==> src/rtl/wash_cycle_ctrl_if.sv <==
// Front-panel / actuator bundle for the washing-machine program controller.
// master = panel and actuator side, slave = wash_cycle_ctrl.
interface wash_cycle_ctrl_if #(
    parameter int TW = 8
);
    logic          start;
    logic          pause;
    logic          abort;
    logic          door_closed;
    logic          water;
    logic          detergent;
    logic          motor;
    logic          door_lock;
    logic          busy;
    logic          done;
    logic [2:0]    phase;
    logic [2:0]    rinse_idx;
    logic [TW-1:0] min_left;

    modport master (
        output start, pause, abort, door_closed,
        input  water, detergent, motor, door_lock, busy, done, phase, rinse_idx, min_left
    );

    modport slave (
        input  start, pause, abort, door_closed,
        output water, detergent, motor, door_lock, busy, done, phase, rinse_idx, min_left
    );
endinterface

==> src/rtl/wash_cycle_ctrl.sv <==
// Washing-machine program controller: [SOAK,] WASH, RINSE x RINSE_CYCLES, SPIN, DONE.
// Define WASH_PRESOAK_EN to add the SOAK phase (SOAK_MIN ticks) ahead of WASH.
module wash_cycle_ctrl #(
    parameter int TICK_DIV     = 4,
    parameter int WASH_MIN     = 30,
    parameter int RINSE_MIN    = 30,
    parameter int SPIN_MIN     = 45,
    parameter int RINSE_CYCLES = 1,
    parameter int TW           = 8
`ifdef WASH_PRESOAK_EN
    , parameter int SOAK_MIN   = 15
`endif
) (
    input  logic              clk,
    input  logic              rst_n,
    wash_cycle_ctrl_if.slave  bus
);

    localparam logic [2:0] S_IDLE  = 3'd0;
    localparam logic [2:0] S_WASH  = 3'd1;
    localparam logic [2:0] S_RINSE = 3'd2;
    localparam logic [2:0] S_SPIN  = 3'd3;
    localparam logic [2:0] S_DONE  = 3'd4;
`ifdef WASH_PRESOAK_EN
    localparam logic [2:0] S_SOAK  = 3'd5;
    localparam logic [2:0] S_FIRST = S_SOAK;
    localparam int         FIRST_MIN = SOAK_MIN;
`else
    localparam logic [2:0] S_FIRST = S_WASH;
    localparam int         FIRST_MIN = WASH_MIN;
`endif

    localparam int             PW         = (TICK_DIV > 1) ? $clog2(TICK_DIV) : 1;
    localparam logic [PW-1:0]  PRESC_LAST = PW'(TICK_DIV - 1);

    logic [2:0]    state_reg, state_next;
    logic [PW-1:0] presc_reg, presc_next;
    logic [TW-1:0] min_left_reg, min_left_next;
    logic [2:0]    rinse_idx_reg, rinse_idx_next;
    logic          start_d_reg;

    logic busy, run_en, tick, expire, start_edge, more_rinses;
    logic water, detergent, motor;

    always_comb begin
        busy = (state_reg == S_WASH) || (state_reg == S_RINSE) || (state_reg == S_SPIN);
`ifdef WASH_PRESOAK_EN
        busy = busy || (state_reg == S_SOAK);
`endif
    end

    assign run_en      = busy & ~bus.pause & bus.door_closed;
    assign tick        = run_en && (presc_reg == PRESC_LAST);
    assign expire      = tick && (min_left_reg == TW'(1));
    assign start_edge  = bus.start & ~start_d_reg;
    assign more_rinses = ({1'b0, rinse_idx_reg} + 4'd1) < 4'(RINSE_CYCLES);

    always_ff @(posedge clk or negedge rst_n) begin
        if (!rst_n) begin
            state_reg     <= S_IDLE;
            presc_reg     <= '0;
            min_left_reg  <= '0;
            rinse_idx_reg <= '0;
            start_d_reg   <= 1'b0;
        end else begin
            state_reg     <= state_next;
            presc_reg     <= presc_next;
            min_left_reg  <= min_left_next;
            rinse_idx_reg <= rinse_idx_next;
            start_d_reg   <= bus.start;
        end
    end

    always_comb begin
        state_next     = state_reg;
        presc_next     = presc_reg;
        min_left_next  = min_left_reg;
        rinse_idx_next = rinse_idx_reg;

        // Prescaler and countdown freeze whenever run_en is low (pause or open door).
        if (run_en) begin
            presc_next = tick ? '0 : presc_reg + PW'(1);
        end
        if (tick) begin
            min_left_next = min_left_reg - TW'(1);
        end

        case (state_reg)
            S_IDLE: begin
                if (start_edge && bus.door_closed) begin
                    state_next     = S_FIRST;
                    min_left_next  = TW'(FIRST_MIN);
                    presc_next     = '0;
                    rinse_idx_next = '0;
                end
            end
`ifdef WASH_PRESOAK_EN
            S_SOAK: begin
                if (expire) begin
                    state_next    = S_WASH;
                    min_left_next = TW'(WASH_MIN);
                    presc_next    = '0;
                end
            end
`endif
            S_WASH: begin
                if (expire) begin
                    state_next     = S_RINSE;
                    min_left_next  = TW'(RINSE_MIN);
                    presc_next     = '0;
                    rinse_idx_next = '0;
                end
            end
            S_RINSE: begin
                if (expire) begin
                    presc_next = '0;
                    if (more_rinses) begin
                        rinse_idx_next = rinse_idx_reg + 3'd1;
                        min_left_next  = TW'(RINSE_MIN);
                    end else begin
                        state_next    = S_SPIN;
                        min_left_next = TW'(SPIN_MIN);
                    end
                end
            end
            S_SPIN: begin
                if (expire) begin
                    state_next    = S_DONE;
                    min_left_next = '0;
                    presc_next    = '0;
                end
            end
            S_DONE: begin
                state_next     = S_IDLE;
                min_left_next  = '0;
                presc_next     = '0;
                rinse_idx_next = '0;
            end
            default: begin
                state_next     = S_IDLE;
                min_left_next  = '0;
                presc_next     = '0;
                rinse_idx_next = '0;
            end
        endcase

        // Abort wins over any tick or expiry in the same cycle.
        if (busy && bus.abort) begin
            state_next     = S_IDLE;
            min_left_next  = '0;
            presc_next     = '0;
            rinse_idx_next = '0;
        end
    end

    always_comb begin
        water     = 1'b0;
        detergent = 1'b0;
        motor     = 1'b0;
        case (state_reg)
`ifdef WASH_PRESOAK_EN
            S_SOAK: begin
                water     = run_en;
                detergent = run_en;
            end
`endif
            S_WASH: begin
                water     = run_en;
                detergent = run_en;
                motor     = run_en;
            end
            S_RINSE: begin
                water = run_en;
                motor = run_en;
            end
            S_SPIN: begin
                motor = run_en;
            end
            default: begin
                water     = 1'b0;
                detergent = 1'b0;
                motor     = 1'b0;
            end
        endcase
    end

    assign bus.water     = water;
    assign bus.detergent = detergent;
    assign bus.motor     = motor;
    assign bus.door_lock = busy;
    assign bus.busy      = busy;
    assign bus.done      = (state_reg == S_DONE);
    assign bus.phase     = state_reg;
    assign bus.rinse_idx = rinse_idx_reg;
    assign bus.min_left  = min_left_reg;

endmodule

==> src/flat_wrapper.sv <==
// flat-port wrapper written by rule: the top's interface ports become plain ports
module wash_cycle_ctrl_flat 
#(
    parameter int TICK_DIV     = 4,
    parameter int WASH_MIN     = 30,
    parameter int RINSE_MIN    = 30,
    parameter int SPIN_MIN     = 45,
    parameter int RINSE_CYCLES = 1,
    parameter int TW           = 8

)
  (clk, rst_n, bus_start, bus_pause, bus_abort, bus_door_closed, bus_water, bus_detergent, bus_motor, bus_door_lock, bus_busy, bus_done, bus_phase, bus_rinse_idx, bus_min_left);
  wash_cycle_ctrl_if #(.TW(TW)) bus_i ();
  input  logic clk;
  input  logic rst_n;
  input wire logic [$bits(bus_i.start)-1:0] bus_start;
  input wire logic [$bits(bus_i.pause)-1:0] bus_pause;
  input wire logic [$bits(bus_i.abort)-1:0] bus_abort;
  input wire logic [$bits(bus_i.door_closed)-1:0] bus_door_closed;
  output wire logic [$bits(bus_i.water)-1:0] bus_water;
  output wire logic [$bits(bus_i.detergent)-1:0] bus_detergent;
  output wire logic [$bits(bus_i.motor)-1:0] bus_motor;
  output wire logic [$bits(bus_i.door_lock)-1:0] bus_door_lock;
  output wire logic [$bits(bus_i.busy)-1:0] bus_busy;
  output wire logic [$bits(bus_i.done)-1:0] bus_done;
  output wire logic [$bits(bus_i.phase)-1:0] bus_phase;
  output wire logic [$bits(bus_i.rinse_idx)-1:0] bus_rinse_idx;
  output wire logic [$bits(bus_i.min_left)-1:0] bus_min_left;
  assign bus_i.start = bus_start;
  assign bus_i.pause = bus_pause;
  assign bus_i.abort = bus_abort;
  assign bus_i.door_closed = bus_door_closed;
  assign bus_water = bus_i.water;
  assign bus_detergent = bus_i.detergent;
  assign bus_motor = bus_i.motor;
  assign bus_door_lock = bus_i.door_lock;
  assign bus_busy = bus_i.busy;
  assign bus_done = bus_i.done;
  assign bus_phase = bus_i.phase;
  assign bus_rinse_idx = bus_i.rinse_idx;
  assign bus_min_left = bus_i.min_left;
  wash_cycle_ctrl #(.TICK_DIV(TICK_DIV), .WASH_MIN(WASH_MIN), .RINSE_MIN(RINSE_MIN), .SPIN_MIN(SPIN_MIN), .RINSE_CYCLES(RINSE_CYCLES), .TW(TW)) u_core (.clk(clk), .rst_n(rst_n), .bus(bus_i));
endmodule
==> config.mk <==
export PLATFORM = sky130hd
export DESIGN_NAME = wash_cycle_ctrl_flat
export DESIGN_NICKNAME = d
export VERILOG_FILES = /design/src/rtl/wash_cycle_ctrl_if.sv /design/src/rtl/wash_cycle_ctrl.sv /design/src/flat_wrapper.sv
export SDC_FILE = /design/constraint.sdc
export NUM_CORES = 1
export LEC_CHECK = 0
export ABC_AREA = 1
export ABC_CLOCK_PERIOD_IN_PS = 3000
export BUFFER_PORTS_ARGS = -buffer_cell sky130_fd_sc_hd__buf_4
export CAP_MARGIN = 30
export CORE_MARGIN = 3
export CORE_UTILIZATION = 58
export DETAILED_ROUTE_END_ITERATION = 7
export PLACE_DENSITY = 0.84
export SLEW_MARGIN = 20
export SYNTH_ARGS = -nofsm -noshare
export SYNTH_HDL_FRONTEND = slang
export SYNTH_SLANG_ARGS = --single-unit
==> constraint.sdc <==
create_clock -name clk -period 3 [get_ports clk]
set_input_delay 0.45 -clock clk [delete_from_list [all_inputs] [get_ports clk]]
set_output_delay 0.45 -clock clk [all_outputs]
set_load 0.005 [all_outputs]
==> results.txt <==
* Result of the run: finished clean
* Syn Std Cell Area: approximately 0.0013 mm2
- The number of setup buffers added after CTS is 0.
- Hold buffer count at CTS: 0
* Post-CTS Resized: 0
* Number of buffers and inverters on the critical path: 2
* Master cell of the clock root buffer: sky130_fd_sc_hd__clkbuf_4
* Net count of the finished layout: 205
* Floorplan die area: 0.002792 mm2
- CORE AREA: roughly 0.0020 mm2
- STA classifies the critical path endpoint as a primary output.
* Number of synthesized register bits: 17
- Number of buffers inserted during clock tree synthesis: 3
- Fraction of the yosys area taken by sequential cells: 33.43%
- Grouping stages by cell kind, the critical path spends the most delay in flip-flops.
- Initial core utilization: between 60% and 70%
* Source-to-sink clock delay at the later pin of the worst-skew pair: a little under 0.3 ns
* Maximum ir drop on the vdd rail: between 500 and 600 uV
* Antenna violations before repair: 0
- Post-DR vias/cell: 5.217
* Initial DRC Count: 20
- Final weighted congestion in routability-driven placement: 0.8400
- Across every metal layer, demand over resource in global routing totals between 20% and 30%.
- Total via count after detailed routing: 1153
- The register with the most flip-flops in the layout has 8 of them.
- In the finished design, the share of the clock period the worst path needs comes to roughly 63%.
- Fin. Hold Viols: 0
* Number of ports placed on the die boundary: 26
- Data arrives at the worst endpoint at 1.43 ns.
- Cells along the critical path: nor2_1, nand2_1, nand2_1, inv_1, nor2_1, buf_4
* Worst min-delay path class: primary input to async pin
- Max-cap violations in this run came to 0.
* Final number of setup-violating endpoints: 0
* Required time at the worst-slack endpoint: roughly 2.6 ns
* PortBufs: 25
* Height of the chip: 52.84 um
- Summed over all instances, the cell type with the most area after synthesis is sky130_fd_sc_hd__dfrtp_1.
- Yosys printed 0 warnings.
- Synthesized Nets: roughly 180
* Slew at the pin closest to its max-slew limit: 0.3051 ns
- The via count of the first global-routing pass came to 1087.
* CTS HTree Levels: 1
* R2R Path End: u_core.bus.min_left[5]
- After synthesis, the mean cell area works out to 7.620 um2.
* Peak per-stage delay on the critical path: 0.48 ns
* HPWL Detailed: about 2.2 mm
- In the final timing run, aggregate negative setup slack is 0 ns.
- By area the synthesized netlist is led by sky130_fd_sc_hd__dfrtp_1 33%, sky130_fd_sc_hd__nand2_1 11%, sky130_fd_sc_hd__nor2_1 6.8%, sky130_fd_sc_hd__inv_1 5.6%, sky130_fd_sc_hd__xor2_1 4.1%.
* CTS tree: built
- Synth-to-Final Area Change: 17.31%
- Clock transition at the registers of the reported paths: ~0.10 ns
- For this run, the share of the core covered by cells in the final layout is 73.82%.
- CTS saw 17 sinks.
* Leakage power of the design: approximately 0.82 nW
- The number of max-slew violations in the final report was 0.
- CP Launch Type: flop
* Number of antenna diodes: 0
- Cells with a size suffix above 1 make up 28.35% of the layout.
- Gr ovfl total: 0
* Slowest cell on crit path: sky130_fd_sc_hd__dfrtp_1
- After detailed routing, the number of remaining DRC violations is 0.
- Worst-case reg-to-reg path depth: 8
* RSZ-0062 raised after global routing: false
* Die width: 52.84 um
- Count of distinct cell types in the synthesized netlist: 29
* Maximum fanout count along the critical path: 8
- Entering global routing, the biggest net connects 18 pins.
- Final wirelength: 2.802 mm
- Slew headroom: 79.64%
* WL/cell: 12.68 um
- After floorplanning, the core was divided into 16 placement rows.
- Clock period minus final worst setup slack: 1.878 ns
* Router iterations before antenna repair: 4
- Synthesized instance count: 167
* Post-route antenna net violation count: 0
- Pwr/cell area: 821.3 mW/mm2
* Type of the setup path with the least slack: flop to primary output
- Clock skew after layout: ~0.0036 ns
- Maximum buffer depth of the clock tree: 2
- Register-to-register setup slack: ~1.3 ns
- R2r startpoint: u_core.bus.min_left[5]
- The synthesized design devotes to its leading area cell type 33.43% of total area.
* Global-route wire length before repair: 4.595 mm
- Timing-limited maximum frequency: 0.5325 GHz
through the flow:
step                hold slack (ns)  std cells  setup slack, ns  total power [W]  instance area, um2
CTS                         0.01202        221            1.118         0.001230                1493
global placement             0.3276        217            1.302         0.001078                1466
finish                     0.008109        221            1.122         0.001226                1493
floorplan                    0.1544        167            1.541        0.0008886                1272
global route               0.004570        221           0.9977         0.001330                1493
detailed placement           0.3284        217            1.279         0.001103                1466
power by group:
| part | switching [W] | total [W] | leakage (nW) | internal, W |
|---|---|---|---|---|
| Clock | 0.0000720 | 0.000124 | 0.0150 | 0.0000516 |
| Sequential | 0.0000719 | 0.000358 | 0.227 | 0.000286 |
| Combinational | 0.000456 | 0.000745 | 0.577 | 0.000288 |
placed cells by master (no fill, tap or decap), types with 2 or more instances in the layout:
| master | netlist | final |
|---|---|---|
| sky130_fd_sc_hd__nor2_4 | 3 | 3 |
| sky130_fd_sc_hd__nand2_1 | 38 | 38 |
| sky130_fd_sc_hd__o21ai_0 | 7 | 7 |
| sky130_fd_sc_hd__nand4_1 | 2 | 2 |
| sky130_fd_sc_hd__nand2_4 | 3 | 3 |
| sky130_fd_sc_hd__xor2_1 | 6 | 6 |
| sky130_fd_sc_hd__inv_1 | 19 | 19 |
| sky130_fd_sc_hd__nor2_8 | 2 | 2 |
| sky130_fd_sc_hd__ha_1 | 4 | 4 |
| sky130_fd_sc_hd__nor2_2 | 5 | 5 |
| sky130_fd_sc_hd__inv_2 | 3 | 3 |
| sky130_fd_sc_hd__nor2_1 | 23 | 23 |
| sky130_fd_sc_hd__dfrtp_1 | 17 | 17 |
| sky130_fd_sc_hd__o21ai_1 | 3 | 3 |
| sky130_fd_sc_hd__clkbuf_4 | 0 | 3 |
| sky130_fd_sc_hd__nand2_2 | 5 | 5 |
| sky130_fd_sc_hd__buf_4 | 1 | 25 |
| sky130_fd_sc_hd__nand3_1 | 10 | 10 |
| sky130_fd_sc_hd__a21oi_1 | 5 | 5 |
synthesized netlist by cell type:
| cell | instances |
|---|---|
| sky130_fd_sc_hd__buf_4 | 1 |
| sky130_fd_sc_hd__nor2_4 | 3 |
| sky130_fd_sc_hd__nand3_2 | 1 |
| sky130_fd_sc_hd__nor2_1 | 23 |
| sky130_fd_sc_hd__o211ai_2 | 1 |
| sky130_fd_sc_hd__nand4_2 | 1 |
| sky130_fd_sc_hd__ha_1 | 4 |
| sky130_fd_sc_hd__nand4_1 | 2 |
| sky130_fd_sc_hd__o21ai_0 | 7 |
| sky130_fd_sc_hd__a21oi_2 | 1 |
| sky130_fd_sc_hd__xor2_1 | 6 |
| sky130_fd_sc_hd__o21bai_1 | 1 |
| sky130_fd_sc_hd__xnor2_1 | 1 |
| sky130_fd_sc_hd__nand2_2 | 5 |
| sky130_fd_sc_hd__nor2_8 | 2 |
| sky130_fd_sc_hd__a21oi_1 | 5 |
| sky130_fd_sc_hd__inv_2 | 3 |
| sky130_fd_sc_hd__nor2_2 | 5 |
| sky130_fd_sc_hd__inv_1 | 19 |
| sky130_fd_sc_hd__nand2_1 | 38 |
| sky130_fd_sc_hd__nand2_4 | 3 |
| sky130_fd_sc_hd__nand3_1 | 10 |
| sky130_fd_sc_hd__o21ai_1 | 3 |
| sky130_fd_sc_hd__nor3_1 | 1 |
| sky130_fd_sc_hd__buf_12 | 1 |
| sky130_fd_sc_hd__o21ai_2 | 1 |
| sky130_fd_sc_hd__dfrtp_1 | 17 |
| sky130_fd_sc_hd__nand3_4 | 1 |
| sky130_fd_sc_hd__o22ai_1 | 1 |
worst max path at each step:
stage | cells past startpoint | from | slack [ns] | end
after floorplan | 9 | bus_door_closed | 1.54 | u_core.bus.min_left[5]
after global placement | 9 | bus_pause | 1.30 | u_core.bus.min_left[5]
after detailed placement | 9 | bus_pause | 1.28 | u_core.bus.min_left[5]
after CTS | 6 | u_core.bus.phase[0] | 1.12 | bus_water
after global routing | 6 | u_core.bus.phase[0] | 1.0 | bus_water
final | 6 | u_core.bus.phase[0] | 1.12 | bus_water
per-layer routing:
metal	global-route usage (%)	routed length, um	part of all wire, %	up-vias
li1	-	-	-	583
met1	25.00	1185	42	541
met2	42.36	1485	53	25
met3	3.704	114	4.1	4
met4	3.830	17	0.61	0
met5	0	0	0	-
kinds of logic (layout without fill, tap and decap cells):
group           Yosys count  count (layout)  synth area share, %
buf+inv                  24              51                8.653
flops                    17              17                33.43
xor+xnor                  7               7                4.818
fa+ha+maj                 4               4                3.933
simple gates             95              95                39.82
compound gates           20              20                9.341
area by class of cell:
type                    instances  area, um2
repair buffers                 25      187.7
clock buffers                   4      26.28
flip-flops and latches         17      425.4
inverters                      22      82.58
well taps                      27      33.78
multi-input cells             126      737.0
fillers                       183      529.3
(Power assumes the default switching activity.)
